**src/rtl/mul_iter.sv**
```systemverilog
`default_nettype none
// ============================================================================
//  Module   : mul_iter
//  Brief    : Iterative radix-2 shift-add 32x32 -> 64-bit multiplier.
//             Signed operands are reduced to magnitudes at the start edge.
//             The magnitudes are multiplied over 32 CALC cycles. The sign is
//             re-applied when the final step writes the result register.
//  Revision : 1.0 - initial release
// ============================================================================
module mul_iter (
   input  logic        mul_clk,
   input  logic        reset,
   input  logic        mul,
   input  logic        mul_signed,
   input  logic [31:0] x,
   input  logic [31:0] y,
   output logic [63:0] result,
   output logic        complete
);

   // FSM encoding
   localparam logic [1:0] S_IDLE = 2'd0;
   localparam logic [1:0] S_CALC = 2'd1;
   localparam logic [1:0] S_DONE = 2'd2;

   localparam logic [4:0] C_LAST_STEP = 5'd31;

   logic [1:0]  r_state;
   logic [1:0]  w_state_next;

   logic [4:0]  r_count;
   logic [31:0] r_abs_x;
   logic [31:0] r_abs_y;
   logic        r_neg;
   logic [63:0] r_acc;
   logic [63:0] r_result;

   logic        w_start;
   logic        w_step;
   logic        w_last;
   logic [31:0] w_abs_x;
   logic [31:0] w_abs_y;
   logic        w_neg;
   logic [63:0] w_partial;
   logic [63:0] w_acc_sum;

   // Qualified events derived from the current state and the request line.
   // A step only happens while the requester keeps mul high; dropping it
   // in CALC is an abort and must not touch the accumulator or result.
   always_comb begin
      w_start = (r_state == S_IDLE) && mul;
      w_step  = (r_state == S_CALC) && mul;
      w_last  = w_step && (r_count == C_LAST_STEP);
   end

   // Operand magnitudes and product sign, evaluated on the live inputs and
   // captured only at the start edge. 0x80000000 negates to itself, which
   // read as unsigned is exactly 2^31, so no special case is needed.
   always_comb begin
      w_abs_x = (mul_signed && x[31]) ? (~x + 32'd1) : x;
      w_abs_y = (mul_signed && y[31]) ? (~y + 32'd1) : y;
      w_neg   = mul_signed && (x[31] ^ y[31]);
   end

   // One shift-add step: add abs_x << count when multiplier bit[count] set.
   always_comb begin
      w_partial = r_abs_y[r_count] ? ({32'd0, r_abs_x} << r_count) : 64'd0;
      w_acc_sum = r_acc + w_partial;
   end

   // State register
   always_ff @(posedge mul_clk) begin
      if (reset) begin
         r_state <= S_IDLE;
      end else begin
         r_state <= w_state_next;
      end
   end

   // Next-state logic; DONE always returns to IDLE so mul is re-sampled
   // only from IDLE (no back-to-back start).
   always_comb begin
      w_state_next = r_state;
      case (r_state)
         S_IDLE: begin
            if (mul) begin
               w_state_next = S_CALC;
            end
         end
         S_CALC: begin
            if (!mul) begin
               w_state_next = S_IDLE;
            end else if (r_count == C_LAST_STEP) begin
               w_state_next = S_DONE;
            end
         end
         S_DONE: begin
            w_state_next = S_IDLE;
         end
         default: begin
            w_state_next = S_IDLE;
         end
      endcase
   end

   // Output decode: complete is a pure function of the state register.
   always_comb begin
      complete = (r_state == S_DONE);
   end

   // Operand capture; held constant for the whole CALC phase so input
   // changes after the start edge cannot disturb the in-flight product.
   always_ff @(posedge mul_clk) begin
      if (reset) begin
         r_abs_x <= 32'd0;
         r_abs_y <= 32'd0;
         r_neg   <= 1'b0;
      end else if (w_start) begin
         r_abs_x <= w_abs_x;
         r_abs_y <= w_abs_y;
         r_neg   <= w_neg;
      end
   end

   // Step counter: cleared on start, advanced once per CALC step.
   always_ff @(posedge mul_clk) begin
      if (reset) begin
         r_count <= 5'd0;
      end else if (w_start) begin
         r_count <= 5'd0;
      end else if (w_step) begin
         r_count <= r_count + 5'd1;
      end
   end

   // 64-bit accumulator: cleared on start, one partial product per step.
   always_ff @(posedge mul_clk) begin
      if (reset) begin
         r_acc <= 64'd0;
      end else if (w_start) begin
         r_acc <= 64'd0;
      end else if (w_step) begin
         r_acc <= w_acc_sum;
      end
   end

   // Result register: written only on the final step (DONE entry) with the
   // sign re-applied; a zero magnitude negates to zero, so no negative zero.
   always_ff @(posedge mul_clk) begin
      if (reset) begin
         r_result <= 64'd0;
      end else if (w_last) begin
         r_result <= r_neg ? (~w_acc_sum + 64'd1) : w_acc_sum;
      end
   end

   assign result = r_result;

endmodule
`default_nettype wire

```
**config.mk**
```make
export PLATFORM = sky130hd
export DESIGN_NAME = mul_iter
export DESIGN_NICKNAME = d
export VERILOG_FILES = /design/src/rtl/mul_iter.sv
export SDC_FILE = /design/constraint.sdc
export NUM_CORES = 1
export LEC_CHECK = 0
export BUFFER_PORTS_ARGS = -buffer_cell sky130_fd_sc_hd__buf_2
export CORE_ASPECT_RATIO = 1.25
export CORE_MARGIN = 4
export CORE_UTILIZATION = 35
export CTS_BUF_LIST = sky130_fd_sc_hd__clkbuf_16
export DETAILED_ROUTE_END_ITERATION = 16
export HOLD_SLACK_MARGIN = 0.06
export PLACE_DENSITY = 0.49
export SYNTH_ARGS = -nofsm -noshare
export SYNTH_HDL_FRONTEND = slang
export SYNTH_SLANG_ARGS = --single-unit
```
**constraint.sdc**
```tcl
create_clock -name mul_clk -period 7.9 [get_ports mul_clk]
set_input_delay 0.79 -clock mul_clk [delete_from_list [all_inputs] [get_ports mul_clk]]
set_output_delay 0.79 -clock mul_clk [all_outputs]
set_load 0.1 [all_outputs]
```
# After elaboration in Yosys (flattened, before gate mapping)
# Cells that the tools add are included.
# classes
add_sub_neg	5
magnitude_cmp	1
n_eq_ne	5
n_shift	1
mux	10
bitwise_logic	4
reduce_logical	9
# op_table
cell	count
$mux W64	2
$add A32 B1 Y32 const B	2
$add A64 B1 Y64 const B	1
$add A64 B64 Y64	1
$mux W32	2
$not A32 Y32	2
$not A64 Y64	1
$shl A32 B5 Y64	1
$logic_and A1 B1 Y1	6
$lt A5 B6 Y1 const B	1
$mux W2	3
$add A5 B1 Y5 const B	1
$bmux W1 S5	1
$eq A5 B5 Y1 const B	1
$pmux W2 S2	1
$ne A3 B2 Y1 const B	1
$eq A2 B1 Y1 const B	1
$eq A2 B2 Y1 const B	1
$logic_not A2 Y1	1
$ne A2 B2 Y1 const B	1
$reduce_and A2 Y1	1
$reduce_or A2 Y1	1
$mux W1	1
$xor A1 B1 Y1	1
# totals
register_bits	200
in_bits	68
out_inout_bits	65
wordCells	42

# Logic depth before layout (Yosys ltp)
# depth
depth_word	7
ltp_mapped	27
ltp_nobuf	21

# Worst setup path after synthesis
# Ideal clock, no wire load.
# synth_path
kind	register to register
from	reg r_count[0]
to	reg r_result[52], in the netlist result[52]
setup_ps	86
t_arrival_ps	7034
required_ps	7814
path_slack_ps	780
path_stages_with_launch	26
n_path_buf	7
synth_period_minus_slack_ps	7120
path_cell_list	dfxtp_1 clkbuf_1 clkbuf_1 clkbuf_1 clkbuf_1 clkbuf_1 nand3_1 o21ai_0 o21ai_0 mux2_2 nor2_1 ha_1 buf_2 a21oi_1 o21ai_1 a21oi_1 o21ai_1 or4_1 and4b_4 or4_1 or4_4 or4_4 buf_6 o31ai_2 xor2_1 a211oi_1
# synth_via
elab_chain_len	7
word_cells_on_any_way	10
classes_between	add/sub (2); eq/ne (1); shift (1); mux (4); bitwise (1); reduce/logical (1)
# synth_lines
element	line_no	source
from (decl)	31	logic [4:0] r_count;
from (signal assigned)	132	r_count <= r_count + 5'd1;
$bmux W1 S5	67	w_partial = r_abs_y[r_count] ? ({32'd0, r_abs_x} << r_count) : 64'd0;
$mux W1 (implied by the code)	67	
$mux W64	67	
$add A64 B64 Y64	68	w_acc_sum = r_acc + w_partial;
$not A64 Y64	153	r_result <= r_neg ? (~w_acc_sum + 64'd1) : w_acc_sum;
$add A64 B1 Y64	153	
$mux W64	153	
to (signal assigned)	153	
to (decl)	36	logic [63:0] r_result;
# Parallel ways exist; a longest one is shown, timed or not. The select of a mux whose other input is x is not followed.
# A chain may end at the register's enable or synchronous reset.

# Worst setup path after layout
# layout_path
from	reg r_count[0]
to	reg r_result[63], in the netlist result[63]
# The elaborated chain is that of the path after synthesis.

==> out/results.txt <==
TritonRoute pass-1 iters -> 6
sequential area share after synthesis -> 23.6%
Vias -> 16.9k
# DRC -> 0
core area -> 47500 um2
drt total wl -> 63900 um
crit end category -> register
Max clock buf depth -> 2
Ports -> 133
worst vdd ir -> 0.0886 mV
slew margin rel. -> 14.1%
CP required -> 8310 ps
CTS sink cnt -> 200
Post-synth EDFFs -> 0
Cell Area, Synth -> 16900 um2
first-pass GRT wire length -> 97200 um
minimum clock period -> 7530 ps
gr usage total -> 24.1%
Setup Skew -> 15.5 ps
fillcell total -> 5059
Yosys reg bits -> 200
Slew @ Worst Pin -> 1260 ps
final hold viol count -> 0
initial drt markers -> 1146
Die Span Y -> 254 um
fmax -> 0.133 GHz
unrepaired setup endpoints after global routing -> no
fin crit share -> 95.3%
YS warnings -> 0
number of routed nets with antenna violations -> 0
number of port buffers -> 132
Async SR Flop Fraction -> 0%
cts-stage hold buffer count -> 0
crit path kind -> reg -> reg
detailed-route wire length per cell -> 22.0 um
Syn Area/Cell -> 7.58 um2
maximum fanout along the worst path -> 10
Total Neg Setup Slack -> 0 ps
CTS Buf Count -> 17
Max-cap violations -> 0
gr ovfl total -> 0
pin count of the biggest net entering global routing -> 86
clock-pin slew on the worst setup and hold paths -> 80 ps
gpl congestion -> 0.940
initial core utilization -> 35.6%
placed inst area -> 18000 um2
Mapped Cells -> 2234
share of post-route cells with drive strength above 1 -> 13.2%
Synthesized Nets -> 2371
HP Class -> reg -> reg
Leak Pwr -> 6.85 nW
most frequent CP cell -> mux4_2
die width -> 205 um
Crit path arrival time -> 7940 ps
DP HPWL -> 50900 um
CTS tree -> yes
Slew Viols, Final -> 0
Die ar. -> 52000 um2
initial antenna violation count -> 1
PwrDens -> 131 nW/um2
row cnt -> 89
NumNets Final -> 2394
vias in the first global route -> 16.3k
final instance area -> 18600 um2
worst skew pair latency -> 490 ps
CTS root buf -> clkbuf_16
area grow syn2layout -> 9.81%
CP Cell Sequence -> mux4_2, mux4_2, nand2b_1, or2_1, nor2_1, nand2_1, inv_1, ha_1, a21o_1, nand4_1, a211o_2, a2111oi_0, o31ai_1, a21oi_1, and4b_1, nand4_2, or4_1, o41ai_1, xnor2_1, a211oi_2
Worst path max stage delay -> 1050 ps
H-tree depth -> 4
final setup vio count -> 0
Synth Flop Type -> dfxtp_1
via-per-instance ratio -> 5.82
status -> finished, final reports clean
Yosys cell types -> 91
crit start category -> register
Crit-path slowest cell -> a2111oi_0
[state kept, by name (all words and copies together), names as in the netlist]
name,flops
r_neg,1
result,64
r_state,2
r_count,5
r_acc,64
r_abs_y,32
r_abs_x,32
[where the power goes]
group          internal (W)  switching, W  leakage (nW)  total (W)
clock              0.000448      0.000469         0.285   0.000917
sequential          0.00104     0.0000306          1.63    0.00107
combinational      0.000168      0.000296          4.94   0.000463
[layout by cell type, fill, tap and decap left out, types with 22 or more instances in the layout]
| cell | n |
|---|---|
| dfxtp_1 | 195 |
| nor3_1 | 39 |
| or3_1 | 22 |
| ha_1 | 68 |
| mux2_2 | 25 |
| nand3_1 | 29 |
| xnor2_1 | 55 |
| xor2_1 | 98 |
| a21o_1 | 26 |
| o21ai_0 | 117 |
| nor2_1 | 336 |
| buf_4 | 31 |
| mux2i_1 | 43 |
| inv_1 | 34 |
| a22oi_1 | 56 |
| buf_2 | 131 |
| nand2_1 | 216 |
| mux4_2 | 33 |
| nand4_1 | 45 |
| a211oi_1 | 122 |
| a21oi_1 | 150 |
| or4_1 | 23 |
| o31ai_1 | 29 |
[synth_stat cells (25+ instances only)]
master | n | share of area (%)
a211oi_1 | 122 | 5.4
a21o_1 | 26 | 1.2
a21oi_1 | 150 | 4.4
a22oi_1 | 56 | 2.5
clkbuf_1 | 125 | 2.8
dfxtp_1 | 200 | 24
ha_1 | 68 | 5.0
inv_1 | 34 | 0.75
mux2_2 | 25 | 1.7
mux2i_1 | 43 | 2.5
mux4_2 | 33 | 4.4
nand2_1 | 216 | 4.8
nand3_1 | 29 | 0.86
nand4_1 | 45 | 1.7
nor2_1 | 337 | 7.5
nor3_1 | 39 | 1.2
o21ai_0 | 117 | 3.5
o31ai_1 | 29 | 1.3
xnor2_1 | 55 | 2.8
xor2_1 | 98 | 5.1
[layout make-up]
cell class	instances	area [um2]	share of cell area, %
Sequential cell	200	4010	21.6
Inverter	34	128	0.686
Multi-Input combinational cell	1840	12200	65.4
Clock inverter	15	160	0.861
Antenna cell	1	2.50	0.0134
Timing Repair Buffer	164	911	4.90
Tap cell	637	797	4.28
Clock buffer	17	425	2.29
[repair_timing]
item                       in CTS  in global routing
buffers inserted                0                  0
setup endpoints to repair       0                 11
gates resized for setup         0                  2
[layer usage]
metal	wire length (um)	GRT usage [%]	part of all wire, %	vias up
met3	2560	2.99	4.0	98
met5	0	0	0	-
met1	28200	30.9	44	8029
li1	-	-	-	8334
met4	2500	9.59	3.9	0
met2	30600	41.4	48	455
[metrics by stage]
stage | hold slack [ps] | total power, W | setup slack, ps | utilization, % | std cells
2_1_floorplan | 429 | 0.00139 | 780 | - | 2234
3_5_place_dp | 444 | 0.00155 | 192 | 37.9 | 2875
6_report | 451 | 0.00245 | 371 | 39.1 | 2908
5_1_grt | 475 | 0.00255 | 99.2 | 39.1 | 2907
4_1_cts | 455 | 0.00247 | 179 | 39.1 | 2907
3_3_place_gp | 437 | 0.00155 | 215 | 37.9 | 2875
[path summary, 6_finish.rpt]
path	start	to	slack [ps]	depth (start not counted)
setup / recovery	r_count[0]	result[63]	370	20
hold / removal	result[62]	result[62]	450	2
setup reg to reg	r_count[0]	result[63]	370	20
hold reg to reg	result[62]	result[62]	450	2
[cells by family after synthesis]
group                      count (synthesis)  synth area share (%)
muxes                                    101                  8.59
adders and majority gates                 69                  5.14
and+or+nand+nor                          836                  23.1
buffers and inverters                    194                  4.65
xor gates and xnor gates                 153                  7.91
DFF                                      200                  23.6
AOI/OAI and AO/OA                        681                  27.0
[critical path: cells and delay by family, from the launching register on]
family | cells | cell delay, ps
mux | 2 | 1060
xor+xnor | 1 | 130
fa+ha+maj | 1 | 280
simple gates | 8 | 2430
compound gates | 7 | 2950
flops | 1 | 520
buf+inv | 1 | 70
Note: power is estimated with default switching activity, not from simulation.
